--- src/rtl/ctl_seq.sv ---
// Microcode control sequencer: picks the next ROM address from the current word's seq field.
// Latency: ucode_addr is combinational; ctrl is the ROM word one edge after its address; WE/int_ack are registered one cycle later.
// Backpressure: rdy=0 re-presents pc_q and freezes finish, stack, WE and error flags; nmi edge detection keeps running.
//
// Ports:
//   clk, reset          single clock, asynchronous active-high reset
//   rdy, DB, cond       stall (0), opcode bus, branch condition
//   irq, nmi, I         level IRQ, edge NMI, IRQ mask
//   ucode_addr/_data    address to / word from a 1-cycle synchronous ROM
//   ctrl, sync, WE      control word, opcode-fetch strobe, registered write enable
//   finish              saved finisher index
//   int_ack, int_src    one-cycle acknowledge after a vector is issued (01 IRQ, 10 NMI)
//   err_ovf, err_unf    sticky micro-call stack overflow / underflow
module ctl_seq #(
  parameter int DW = 36,
  parameter int AW = 9,
  parameter int FW = 5,
  parameter int SD = 2,
  parameter logic [AW-1:0] RST_VEC  = 'h160,
  parameter logic [AW-1:0] IRQ_VEC  = 'h168,
  parameter logic [AW-1:0] NMI_VEC  = 'h170,
  parameter logic [AW-1:0] FIN_BASE = 'h140
) (
  input  logic          clk,
  input  logic          reset,
  input  logic          rdy,
  input  logic [7:0]    DB,
  input  logic          cond,
  input  logic          irq,
  input  logic          nmi,
  input  logic          I,
  output logic [AW-1:0] ucode_addr,
  input  logic [DW-1:0] ucode_data,
  output logic [DW-1:0] ctrl,
  output logic          sync,
  output logic          WE,
  output logic [FW-1:0] finish,
  output logic          int_ack,
  output logic [1:0]    int_src,
  output logic          err_ovf,
  output logic          err_unf
);

  localparam int CW = $clog2(SD + 1);

  localparam logic [2:0] SEQ_DECODE = 3'b000;
  localparam logic [2:0] SEQ_JUMP   = 3'b001;
  localparam logic [2:0] SEQ_FINISH = 3'b010;
  localparam logic [2:0] SEQ_JSAVE  = 3'b011;
  localparam logic [2:0] SEQ_CALL   = 3'b100;
  localparam logic [2:0] SEQ_RET    = 3'b101;
  localparam logic [2:0] SEQ_BRANCH = 3'b110;
  localparam logic [2:0] SEQ_WAIT   = 3'b111;

  typedef enum logic {ST_IDLE, ST_RUN} state_t;

  state_t                   state_q, state_d;
  logic [AW-1:0]            pc_q;
  logic [SD-1:0][AW-1:0]    stk_q;   // stk_q[0] is top of stack
  logic [CW-1:0]            cnt_q;
  logic                     nmi_q, nmi_pend_q;

  // Microcode word fields
  logic [2:0]    seq;
  logic [AW-2:0] nxt;
  logic [FW-1:0] fin;
  logic          we_n;

  assign seq  = ucode_data[DW-1:DW-3];
  assign nxt  = ucode_data[AW-2:0];
  assign fin  = ucode_data[AW+FW-2:AW-1];
  assign we_n = ucode_data[DW-4];

  logic [AW-1:0] jmp_addr, pc_inc, db_addr, fin_addr;
  assign jmp_addr = {1'b1, nxt};
  assign pc_inc   = pc_q + AW'(1);
  assign db_addr  = {{(AW-8){1'b0}}, DB};
  assign fin_addr = FIN_BASE | {{(AW-FW){1'b0}}, finish};

  logic running;
  assign running = (state_q == ST_RUN);
  assign ctrl    = running ? ucode_data : '0;

  logic decode, take_nmi, take_irq, do_push, do_pop, load_fin, ovf_set, unf_set;

  always_ff @(posedge clk or posedge reset) begin
    if (reset) state_q <= ST_IDLE;
    else       state_q <= state_d;
  end

  always_comb begin
    state_d    = ST_RUN;   // leaves idle on the first edge after reset release
    ucode_addr = RST_VEC;
    sync       = 1'b0;
    decode     = 1'b0;
    take_nmi   = 1'b0;
    take_irq   = 1'b0;
    do_push    = 1'b0;
    do_pop     = 1'b0;
    load_fin   = 1'b0;
    ovf_set    = 1'b0;
    unf_set    = 1'b0;
    if (!running) begin
      ucode_addr = RST_VEC;
    end else if (!rdy) begin
      ucode_addr = pc_q;   // re-read the same word so ucode_data stays put
    end else begin
      case (seq)
        SEQ_DECODE: decode = 1'b1;
        SEQ_JUMP:   ucode_addr = jmp_addr;
        SEQ_FINISH: ucode_addr = fin_addr;
        SEQ_JSAVE: begin
          ucode_addr = jmp_addr;
          load_fin   = 1'b1;
        end
        SEQ_CALL: begin
          ucode_addr = jmp_addr;
          if (cnt_q == CW'(SD)) ovf_set = 1'b1;
          else                  do_push = 1'b1;
        end
        SEQ_RET: begin
          if (cnt_q == '0) begin
            ucode_addr = RST_VEC;
            unf_set    = 1'b1;
          end else begin
            ucode_addr = stk_q[0];
            do_pop     = 1'b1;
          end
        end
        SEQ_BRANCH: ucode_addr = cond ? jmp_addr : pc_inc;
        default: begin
          // WAIT wakes on any pending NMI or raw irq, even when masked
          if (nmi_pend_q || irq) decode = 1'b1;
          else                   ucode_addr = pc_q;
        end
      endcase
      if (decode) begin
        sync = 1'b1;
        if (nmi_pend_q) begin
          ucode_addr = NMI_VEC;
          take_nmi   = 1'b1;
        end else if (irq && !I) begin
          ucode_addr = IRQ_VEC;
          take_irq   = 1'b1;
        end else begin
          ucode_addr = db_addr;
        end
      end
    end
  end

  always_ff @(posedge clk or posedge reset) begin
    if (reset) begin
      pc_q       <= RST_VEC;
      WE         <= 1'b0;
      finish     <= '0;
      stk_q      <= '0;
      cnt_q      <= '0;
      nmi_q      <= 1'b0;
      nmi_pend_q <= 1'b0;
      int_ack    <= 1'b0;
      int_src    <= 2'b00;
      err_ovf    <= 1'b0;
      err_unf    <= 1'b0;
    end else begin
      pc_q <= ucode_addr;
      if (running) begin
        nmi_q <= nmi;
        // a fresh edge in the take cycle wins over the clear
        nmi_pend_q <= (nmi & ~nmi_q) | (nmi_pend_q & ~take_nmi);
        int_ack    <= take_nmi | take_irq;
        int_src    <= {take_nmi, take_irq};
        if (rdy) begin
          WE <= we_n;
          if (load_fin) finish <= fin;
          if (ovf_set)  err_ovf <= 1'b1;
          if (unf_set)  err_unf <= 1'b1;
          if (do_push) begin
            for (int k = SD - 1; k > 0; k--) stk_q[k] <= stk_q[k-1];
            stk_q[0] <= pc_inc;
            cnt_q    <= cnt_q + CW'(1);
          end else if (do_pop) begin
            for (int k = 0; k < SD - 1; k++) stk_q[k] <= stk_q[k+1];
            cnt_q <= cnt_q - CW'(1);
          end
        end
      end
    end
  end

endmodule

--- config.mk ---
export PLATFORM = sky130hd
export DESIGN_NAME = ctl_seq
export DESIGN_NICKNAME = d
export VERILOG_FILES = /design/src/rtl/ctl_seq.sv
export SDC_FILE = /design/constraint.sdc
export NUM_CORES = 1
export LEC_CHECK = 0
export CAP_MARGIN = 30
export CORE_UTILIZATION = 40
export DETAILED_ROUTE_END_ITERATION = 7
export PLACE_DENSITY = 0.77
export SETUP_SLACK_MARGIN = 0.1
export SLEW_MARGIN = 10
export SYNTH_ARGS = -nofsm -noshare
export SYNTH_HDL_FRONTEND = slang
export SYNTH_SLANG_ARGS = --single-unit
--- constraint.sdc ---
create_clock -name clk -period 1.7 [get_ports clk]
set_input_delay 0.17 -clock clk [delete_from_list [all_inputs] [get_ports clk]]
set_output_delay 0.17 -clock clk [all_outputs]
set_load 0.02 [all_outputs]
# Yosys cells after proc, flatten, opt, wreduce, memory -nomap -nowiden
# Index checks and enable logic that the tools add are counted.
# word_totals
regBits	43
wordCells	92
# classes
n_addsub	3
n_eq_ne	7
muxes	49
bitwise_logic	6
reduce_logical	14
# ops
cell	count
9-bit two-way mux	10
9-bit case mux with 5 select lines	1
36-bit two-way mux	1
1-bit two-way mux	34
3-bit AND reduction	5
9-bit by 1-bit adder with 9-bit output, second input constant	1
3-bit == test, second input constant	3
3-bit by 2-bit == test with 1-bit output, second input constant	2
6-bit OR reduction	1
2-bit two-way mux	2
3-bit by 1-bit == test with 1-bit output, second input constant	1
3-bit logical NOT	1
3-bit OR reduction	1
2-bit by 1-bit adder with 2-bit output, second input constant	1
1-bit AND	2
2-bit == test, second input constant	1
2-bit logical NOT	1
1-bit NOT	2
1-bit OR	2
1-bit case mux with 2 select lines	1
2-bit AND reduction	1
2-bit nonzero test	1
2-bit by 1-bit subtractor with 2-bit output, second input constant	1
1-bit logical AND	1
other kinds (2)	2

# Logic depth before layout (Yosys ltp)
# Gate-level depths: netlist (run 1).
# depth
depth_word	11
ltp_mapped	7

# Least setup slack after synthesis (run 1)
# Ideal clock, no wire load.
# synth_timing
path_kind	reg2reg
start	reg pc_q[0]
end	reg pc_q[4]
t_arrival_ps	1763
required_ps	1507
path_slack_ps	-256
stages_incl_launch_ff	7
path_buffers	0
synth_period_minus_slack_ps	1956
path_cell_list	dfrtp_1 -> ha_1 -> nand3_1 -> xor2_1 -> o22ai_1 -> nor2_1 -> o32ai_1
# synth_via
elab_chain_len	6
# synth_lines
element	line	rtl
start: declaration	58	logic [AW-1:0] pc_q;
start signal: assignment	166	pc_q <= ucode_addr;
9-bit by 1-bit adder with 9-bit output	76	assign pc_inc = pc_q + AW'(1);
9-bit two-way mux	130	SEQ_BRANCH: ucode_addr = cond ? jmp_addr : pc_inc;
9-bit case mux with 5 select lines	108	case (seq)
9-bit two-way mux	137	if (decode) begin
9-bit two-way mux	105	end else if (!rdy) begin
9-bit two-way mux	103	if (!running) begin
net ucode_addr[4]	32	output logic [AW-1:0] ucode_addr,
# The timed path passes the listed nets, and every way through them passes these cells.
# A chain may end at the register's enable or synchronous reset.

# Worst setup path after layout (run 1)
# layout_timing
start	reg pc_q[0]
end	out ucode_addr[0]
# layout_via
elab_chain_len	6
# layout_lines
element	line
9-bit by 1-bit adder with 9-bit output	76
9-bit two-way mux	130
9-bit case mux with 5 select lines	108
9-bit two-way mux	137
9-bit two-way mux *	105
9-bit two-way mux *	103
end: declaration	32
# Every way passes the cells marked *; elsewhere a longest branch is shown, timed or not.

==> flow_summary.json, run 1 <==
{
  "run_status": "finished, violations left",
  "failing_checks": "DRC, setup timing",
  "max_freq_mhz": 441,
  "xor_xnor_share_of_the_synthesized_area": 0.0284,
  "port-buffer-count": 107,
  "synth-seq-area-share": 0.389,
  "insertion_delay_ns": 0.30,
  "drt_first_iter_violations": 200,
  "core-area_sq_um": 6760,
  "dieArea_sq_um": 7280,
  "cts_tree": "yes",
  "clockRootBuffer": "clkbuf_8",
  "peakVddDrop_uv": 411,
  "routedWlPerCell_um": 18.4,
  "yosysUniqueCellTypes": 57,
  "critPathMostFrequentCell": "buf_6",
  "drv_cap": 0,
  "via_count": 3264,
  "finalHoldViolCount": 0,
  "setup.worst_path.class": "reg2out",
  "fin_crit_ns": 2.27,
  "critical_path.cell_chain": "buf_4 > buf_6 > buf_6 > o21bai_1 > a22o_1 > a221oi_2 > nor3_1 > o221a_2 > buf_6",
  "synth_nets": 354,
  "drv_slew": 0,
  "start_util": 0.411,
  "syn_area_per_cell_sq_um": 9.20,
  "synth_mux_area_frac": 0.0937,
  "final_critical_path_setup_slack_ns": -0.567,
  "area_growth_syn_to_layout_pct": 91.1,
  "worst-endpoint-required_ns": 1.53,
  "timing.hold.worst.class": "in2async",
  "clock_sinks": 43,
  "setup_viol_count_final": 11,
  "maximum_root_to_sink_buffer_count": 2,
  "cellLeakagePower_nw": 2.44,
  "grt_start_max_net_pins": 44,
  "first_pass_grt_wire_length_mm": 16.1,
  "dp_hpwl_mm": 7.25,
  "floorplan.die.width_um": 85.4,
  "groute.usage.overall": 0.283,
  "synth_top_family_by_area": "simple AND/OR/NAND/NOR gates",
  "synth-compound-area-share": 0.180,
  "synth-edff-count": 0,
  "mostFrequentLayoutCell": "buf_4",
  "viasPerCell": 5.52,
  "postRouteWirelength_mm": 10.9,
  "synthesis.area_sq_um": 2780,
  "whs_ns": 0.219,
  "crit_fanout": 3,
  "rsz0062_at_grt": "yes",
  "synthAdderAreaFrac": 0.00450,
  "ys_seq_elements": 43,
  "drt_pre_antenna_iters": 8,
  "critPathCaptureType": "primary output",
  "layout-drive-gt1-share": 0.485,
  "crit_slowest_cell": "dfrtp_2",
  "timing.critical_path.arrival_ns": 2.10,
  "clk_pin_slew_ns": 0.09,
  "antenna_found_initial": 0,
  "gp_congestion": 0.937,
  "finish.net_count": 562,
  "drtAntennaViolNets": 0,
  "synthCells": 302,
  "post-route-period-util": 1.33,
  "gr_overflow_total": 0,
  "num_rows": 30,
  "cp-start-kind": "register",
  "synth_ff_type": "dfrtp_1",
  "h-tree-depth": 2,
  "post_synth_and_or_nand_nor_area_fraction": 0.256,
  "synth-async-reset-ratio": 1.00,
  "finish.cell_count_without_fillers": 591,
  "cts_buf_count": 5,
  "layout_common_cells": "buf_4 (89), clkdlybuf4s50_1 (51), buf_6 (42)",
  "num_antenna_cells": 0,
  "drcViolationCount": 1,
  "place_inst": 550,
  "vias_in_the_first_global_route": 3306,
  "power.density_nw_per_um2": 772,
  "ioPinCount": 108,
  "worst_clock_skew_ns": 0.00545,
  "synth_warnings": 0,
  "crit_path_max_incr_delay_ns": 0.40,
  "die_y_um": 85.4
}
sequential cells by signal, indices dropped and copies added, names as in the netlist:
register and count:
WE 1, cnt_q 2, err_ovf 1, err_unf 1, finish 5, int_ack 1, int_src 2, nmi_pend_q 1
nmi_q 1, pc_q 9, running 1, stk_q 18
layer usage:
metal	track usage	part of all wire	vias to the layer above	wire length, um
met5	0	0	-	0
met4	0.0909	0.023	0	255
met3	0.0584	0.068	21	739
met2	0.496	0.50	142	5500
met1	0.348	0.40	1604	4400
li1	-	-	1497	-
Yosys cell counts (8+ instances only):
master	count	area share
nand2_1	22	0.030
nand3_1	8	0.014
mux2i_1	8	0.029
and2_1	36	0.081
a21oi_1	19	0.034
mux2_2	15	0.061
o21ai_0	23	0.041
nor3_1	8	0.014
dfrtp_1	40	0.36
nor2_1	15	0.020
worst paths after layout:
kind | startpoint | endpoint | slack (ns) | cells after the start
worst max-delay path | pc_q[0] | ucode_addr[0] | -0.57 | 9
worst min-delay path | reset | stk_q[10] | 0.22 | 3
worst max register to register | pc_q[0] | pc_q[0] | -0.07 | 8
worst min register to register | err_ovf | err_ovf | 0.47 | 1
max in group asynchronous | reset | pc_q[5] | 1.20 | 3
min in group clk | err_ovf | err_ovf | 0.47 | 1
what timing repair did:
| action | 4_1_cts | 5_1_grt |
|---|---|---|
| pin swaps | 21 | 22 |
| hold buffers | 0 | 0 |
| buffers inserted | 15 | 15 |
| cloned | 2 | 4 |
| endpoints found under the hold margin | 0 | 0 |
| setup endpoints to repair | 78 | 78 |
| gates resized for setup | 186 | 148 |
cell type report:
cell class / instances / area (sq um)
Clock inverter: 2 / 16.3
Inverter: 7 / 26.3
Clock buffer: 6 / 82.6
Sequential cell: 43 / 1080
Tap cell: 80 / 100
Timing Repair Buffer: 220 / 2060
Multi-Input combinational cell: 233 / 1940
Fill cell: 418 / 1450
worst max-delay path: cells and delay by family, from the launching register on:
kind | cells | cell delay (ns)
buffers and inverters | 4 | 0.46
flip-flops | 1 | 0.40
AO/OA/AOI/OAI | 4 | 0.84
AND/OR/NAND/NOR | 1 | 0.09
per-stage QoR:
step	power, mW	utilization	setup TNS [ns]	area, sq um	setup slack, ns
6_report	4.10	0.786	-3.86	5310	-0.567
5_1_grt	4.30	0.786	-4.54	5310	-0.657
4_1_cts	3.90	0.739	-3.28	5000	-0.537
3_5_place_dp	3.10	0.676	-22.49	4570	-0.917
3_3_place_gp	3.05	0.676	-20.42	4570	-0.900
2_1_floorplan	2.23	-	0	2870	0.0303
report_power, final:
group / internal, mW / switching (mW) / leakage, nW
clock network: 0.332 / 0.394 / 0.0474
registers: 1.29 / 0.205 / 0.542
logic: 1.04 / 0.845 / 1.85
total: 2.66 / 1.44 / 2.44
cells by family (layout without fill, tap and decap cells):
group / Yosys count / in the layout
buf+inv: 26 / 235
xor+xnor: 9 / 9
flops: 43 / 43
other cells: 1 / 1
mux: 24 / 24
compound gates: 75 / 75
fa+ha+maj: 1 / 1
simple gates: 123 / 123
(Power assumes the default switching activity.)
==> inputs of run 2 (changes only) <==
--- a/config.mk
+++ b/config.mk
@@ -6,6 +6,7 @@
 export NUM_CORES = 1
 export LEC_CHECK = 0
 export CAP_MARGIN = 30
+export CORE_MARGIN = 3
 export CORE_UTILIZATION = 40
 export DETAILED_ROUTE_END_ITERATION = 7
 export PLACE_DENSITY = 0.77
==> run 2 against run 1 <==
Net effect:
- the run ends with setup timing left
- sequential cell count did not move
- core utilization is 0.80 points lower
- wire length grew 3.4%
==> flow_summary.json, run 2 (same netlist as run 1, synthesis figures left out) <==
{
  "clk_pin_slew_ns": 0.09,
  "gp_congestion": 0.930,
  "finalCoreUtilization": 0.778,
  "num_rows": 29,
  "fillerInstances": 425,
  "register_area_sq_um": 1080,
  "timing.reg2reg.worst_path_depth": 7,
  "switching_power_mw": 1.44,
  "timing.hold.worst.class": "in2async",
  "finalHoldViolCount": 0,
  "drtAntennaViolNets": 0,
  "power.density_nw_per_um2": 795,
  "worstReg2RegStart": "pc_q[1]",
  "drcViolationCount": 0,
  "via_count": 3274,
  "p_clk_frac": 0.165,
  "mostFrequentLayoutCell": "buf_4",
  "cellLeakagePower_nw": 2.36,
  "power_report.internal_total_mw": 2.60,
  "worst-endpoint-required_ns": 1.53,
  "worst_clock_skew_ns": 0.00269,
  "routedWlPerCell_um": 19.3,
  "layout-drive-gt1-share": 0.474,
  "port-buffer-count": 107,
  "failing_checks": "setup timing",
  "clockRootBuffer": "clkbuf_8",
  "area_growth_syn_to_layout_pct": 82.9,
  "max_ffs_per_register": 18,
  "run_status": "finished, violations left",
  "insertion_delay_ns": 0.30,
  "drv_slew": 0,
  "fin_crit_ns": 2.27,
  "setup.worst_path.class": "reg2out",
  "setup_viol_count_final": 17,
  "critPathCaptureType": "primary output",
  "die_y_um": 89.4,
  "most_flop_heavy_register": "stk_q",
  "detailed_place.area_sq_um": 4540,
  "timing.critical_path.arrival_ns": 2.10,
  "layout_common_cells": "buf_4 (86), clkdlybuf4s50_1 (53), dfrtp_1 (40)",
  "clock_sinks": 43,
  "dp_hpwl_mm": 7.51,
  "floorplan.die.width_um": 89.4,
  "top_flop_regs": "stk_q x18, pc_q x9, finish x5",
  "core-area_sq_um": 6530,
  "grt_start_max_net_pins": 44,
  "cts_buf_count": 5,
  "gr_overflow_total": 0,
  "ioPinCount": 108,
  "first_pass_grt_wire_length_mm": 16.3,
  "final_critical_path_setup_slack_ns": -0.572,
  "h-tree-depth": 2,
  "pwr-share-seq": 0.371,
  "whs_ns": 0.227,
  "start_util": 0.425,
  "cp-start-kind": "register",
  "antenna_found_initial": 0,
  "dp_slack_ns": -1.03,
  "finalPower_mw": 4.04,
  "crit_fanout": 2,
  "worst_r2r_endpoint": "pc_q[1]",
  "sw_frac_of_total": 0.357,
  "drt_pre_antenna_iters": 7,
  "pwr-share-comb": 0.464,
  "post-route-period-util": 1.34,
  "postLayoutCellArea_sq_um": 5080,
  "postCtsHoldBufs": 0,
  "multi_input_area_sq_um": 1920,
  "reg2reg_setup_slack_ns": -0.17,
  "groute.usage.overall": 0.267,
  "peakVddDrop_uv": 472,
  "drv_cap": 0,
  "num_antenna_cells": 0,
  "viasPerCell": 5.62,
  "rsz0062_at_grt": "yes",
  "postRouteWirelength_mm": 11.3,
  "dieArea_sq_um": 7980,
  "maximum_root_to_sink_buffer_count": 2,
  "drt_first_iter_violations": 188,
  "max_freq_mhz": 440,
  "finish.net_count": 557,
  "cts_tree": "yes",
  "vias_in_the_first_global_route": 3298
}
==> run 2: how the worst max path moves through the flow <==
| stage | from | to | slack, ns | depth (start not counted) |
|---|---|---|---|---|
| finish | pc_q[1] | ucode_addr[1] | -0.57 | 7 |
| global route | pc_q[0] | ucode_addr[1] | -0.66 | 7 |
| CTS | pc_q[1] | ucode_addr[1] | -0.58 | 7 |
| detailed placement | ucode_data[35] | ucode_addr[0] | -1.03 | 9 |
| global placement | ucode_data[35] | ucode_addr[0] | -0.98 | 9 |
| floorplan | pc_q[0] | ucode_addr[1] | 0.03 | 6 |
==> run 2: per-stage QoR <==
step / instances / TNS [ns]
after floorplan: 302 / 0
after global placement: 544 / -20.47
after detailed placement: 544 / -22.13
after CTS: 567 / -3.67
after global routing: 583 / -4.98
final: 583 / -4.18
==> run 2: repair_timing <==
action,4_1_cts,5_1_grt
resized for setup,221,74
setup endpoints to repair,79,69
buffers inserted,13,17
pin swaps,20,24
gates cloned,2,4
==> run 2: cell type report <==
| cell class | instances | share of cell area |
|---|---|---|
| Tap cell | 77 | 0.0190 |
| Timing Repair Buffer | 215 | 0.369 |
| Multi-Input combinational cell | 233 | 0.377 |
| Sequential cell | 43 | 0.212 |
| Clock inverter | 3 | 0.00394 |
| Inverter | 7 | 0.00517 |
| Clock buffer | 5 | 0.0135 |
==> run 2: power groups by stage <==
stage                     clock (mW)  sequential (mW)  combinational [mW]
after global placement             0             1.47                1.56
after detailed placement           0             1.49                1.60
after floorplan                    0             1.53               0.701
after global routing           0.733             1.53                2.00
after CTS                      0.676             1.48                1.75
final                          0.667             1.50                1.87
==> run 2: metal layers <==
layer  vias up  share of wire  track usage
met5         -              0            0
met4         0          0.029       0.0988
met3        37          0.075       0.0636
met2       176           0.51        0.453
met1      1573           0.39        0.327
li1       1488              -            -
==> run 2: critical path, cell delays in order, from the launching register on <==
cell      delay, ns
dfrtp_1        0.43
ha_4           0.28
mux2_4         0.26
o211ai_1       0.15
nand4_1        0.23
a22oi_2        0.21
a21oi_2        0.08
buf_2          0.16
==> inputs of run 3 (changes only) <==
==> constraint.sdc (replaced) <==
create_clock -name clk -period 2 [get_ports clk]
set_input_delay 0.2 -clock clk [delete_from_list [all_inputs] [get_ports clk]]
set_output_delay 0.2 -clock clk [all_outputs]
set_load 0.02 [all_outputs]
==> run 3 against run 2 <==
Net effect:
- the flow still finishes with violations (setup timing)
- core utilization decreased by 2.4 points
- clock-buffer cell count stayed put
- global-route usage down 0.85 points
- non-clock buffer count shrank 12
- clock skew is 0.0075 ns higher
==> flow_summary.json, run 3 (same netlist as run 1, synthesis figures left out) <==
{
  "final_critical_path_setup_slack_ns": -0.379,
  "drtAntennaViolNets": 0,
  "whs_ns": 0.331,
  "antenna_found_initial": 0,
  "crit_fanout": 2,
  "routedWlPerCell_um": 18.7,
  "postRouteWirelength_mm": 10.7,
  "fin_crit_ns": 2.38,
  "rsz0062_at_grt": "yes",
  "ioPinCount": 108,
  "setup.worst_path.class": "reg2out",
  "most_flop_heavy_register": "stk_q",
  "relSlewSlack": 0.634,
  "register_area_sq_um": 1080,
  "layout-drive-gt1-share": 0.360,
  "post-route-period-util": 1.19,
  "drv_cap": 0,
  "maximum_root_to_sink_buffer_count": 2,
  "h-tree-depth": 2,
  "worst-endpoint-required_ns": 1.80,
  "crit_path_start": "pc_q[1]",
  "via_count": 3239,
  "num_antenna_cells": 0,
  "floorplan.die.width_um": 89.4,
  "finalCoreUtilization": 0.755,
  "postCtsHoldBufs": 0,
  "num_rows": 29,
  "cts_buf_count": 5,
  "viasPerCell": 5.67,
  "gp_congestion": 0.955,
  "drt_pre_antenna_iters": 5,
  "power.density_nw_per_um2": 647,
  "worstReg2RegStart": "pc_q[0]",
  "drt_first_iter_violations": 304,
  "timing.critical_path.arrival_ns": 2.18,
  "area_growth_syn_to_layout_pct": 77.4,
  "core-area_sq_um": 6530,
  "start_util": 0.425,
  "port-buffer-count": 107,
  "critPathCaptureType": "primary output",
  "tightestPinTransition_ns": 0.549,
  "max_freq_mhz": 420,
  "drcViolationCount": 0,
  "top_flop_regs": "stk_q x18, pc_q x9, finish x5",
  "cp-start-kind": "register",
  "groute.usage.overall": 0.258,
  "dp_hpwl_mm": 7.48,
  "timing.reg2reg.worst_path_depth": 9,
  "detailed_place.area_sq_um": 4430,
  "finish.net_count": 545,
  "run_status": "finished, violations left",
  "multi_input_area_sq_um": 1780,
  "dieArea_sq_um": 7980,
  "timing.hold.worst.class": "in2async",
  "grt_start_max_net_pins": 44,
  "setup_viol_count_final": 9,
  "mostFrequentLayoutCell": "buf_4",
  "peakVddDrop_uv": 408,
  "gr_overflow_total": 0,
  "failing_checks": "setup timing",
  "worst_clock_skew_ns": 0.0102,
  "insertion_delay_ns": 0.31,
  "clk_pin_slew_ns": 0.09,
  "vias_in_the_first_global_route": 3319,
  "cts_tree": "yes",
  "layout_common_cells": "buf_4 (88), clkdlybuf4s50_1 (58), dfrtp_1 (39)",
  "max_ffs_per_register": 18,
  "finalHoldViolCount": 0,
  "clockRootBuffer": "clkbuf_8",
  "clock_sinks": 43,
  "drv_slew": 0,
  "fillerInstances": 465,
  "postLayoutCellArea_sq_um": 4930,
  "cellLeakagePower_nw": 2.43,
  "first_pass_grt_wire_length_mm": 15.9,
  "die_y_um": 89.4
}
-- run 3: cell count changes in the layout (fill, tap and decap cells not counted), sizes merged --
cell / delta
dlygate4sd2: +19
dlymetal6s2s: +13
buf: -36
clkdlybuf4s50: +5
clkdlybuf4s15: -2
clkbuf: -11
-- run 3: what timing repair did --
action	4_1_cts	5_1_grt
gates cloned	2	0
buffers inserted	15	7
pin swaps	27	12
setup endpoints to repair	43	38
gates resized for setup	113	37
-- run 3: stage by stage --
stage / setup TNS (ns) / std cells / setup slack [ns] / power, mW
2_1_floorplan: 0 / 302 / 0.216 / 1.86
5_1_grt: -2.13 / 571 / -0.450 / 3.37
6_report: -1.53 / 571 / -0.379 / 3.19
4_1_cts: -1.18 / 565 / -0.332 / 3.14
3_5_place_dp: -10.78 / 540 / -0.783 / 2.52
3_3_place_gp: -10.00 / 540 / -0.771 / 2.48
-- run 3: layout make-up --
cell class	count	area share
multi-input cells	233	0.362
repair buffers	203	0.376
clock inverters	3	0.00406
flip-flops and latches	43	0.219
inverters	7	0.00533
clock buffers	5	0.0140
well taps	77	0.0195
-- run 3: final timing paths --
path	end	slack, ns
hold reg to reg	err_ovf	0.48
max in group asynchronous	running	1.27
hold / removal	stk_q[9]	0.33
min in group clk	err_ovf	0.47
setup reg to reg	pc_q[0]	0.12
setup / recovery	ucode_addr[1]	-0.38
-- run 3: worst max-delay path, stage by stage (launching register included) --
cell      delay (ns)
dfrtp_1         0.43
ha_4            0.28
mux2_2          0.26
o211ai_1        0.16
nand4_1         0.25
a22oi_1         0.22
a21oi_1         0.10
buf_4           0.17
-- run 3: routing by layer --
layer  GRT usage  wire length [um]  vias up
met2       0.423              5340      183
met1       0.313              3960     1553
li1            -                 -     1462
met3      0.0793               973       41
met5           0                 0        -
met4       0.111               424        0
-- run 3: power breakdown --
group / switching (mW) / internal [mW]
Sequential: 0.169 / 1.10
Clock: 0.332 / 0.243
Combinational: 0.644 / 0.706
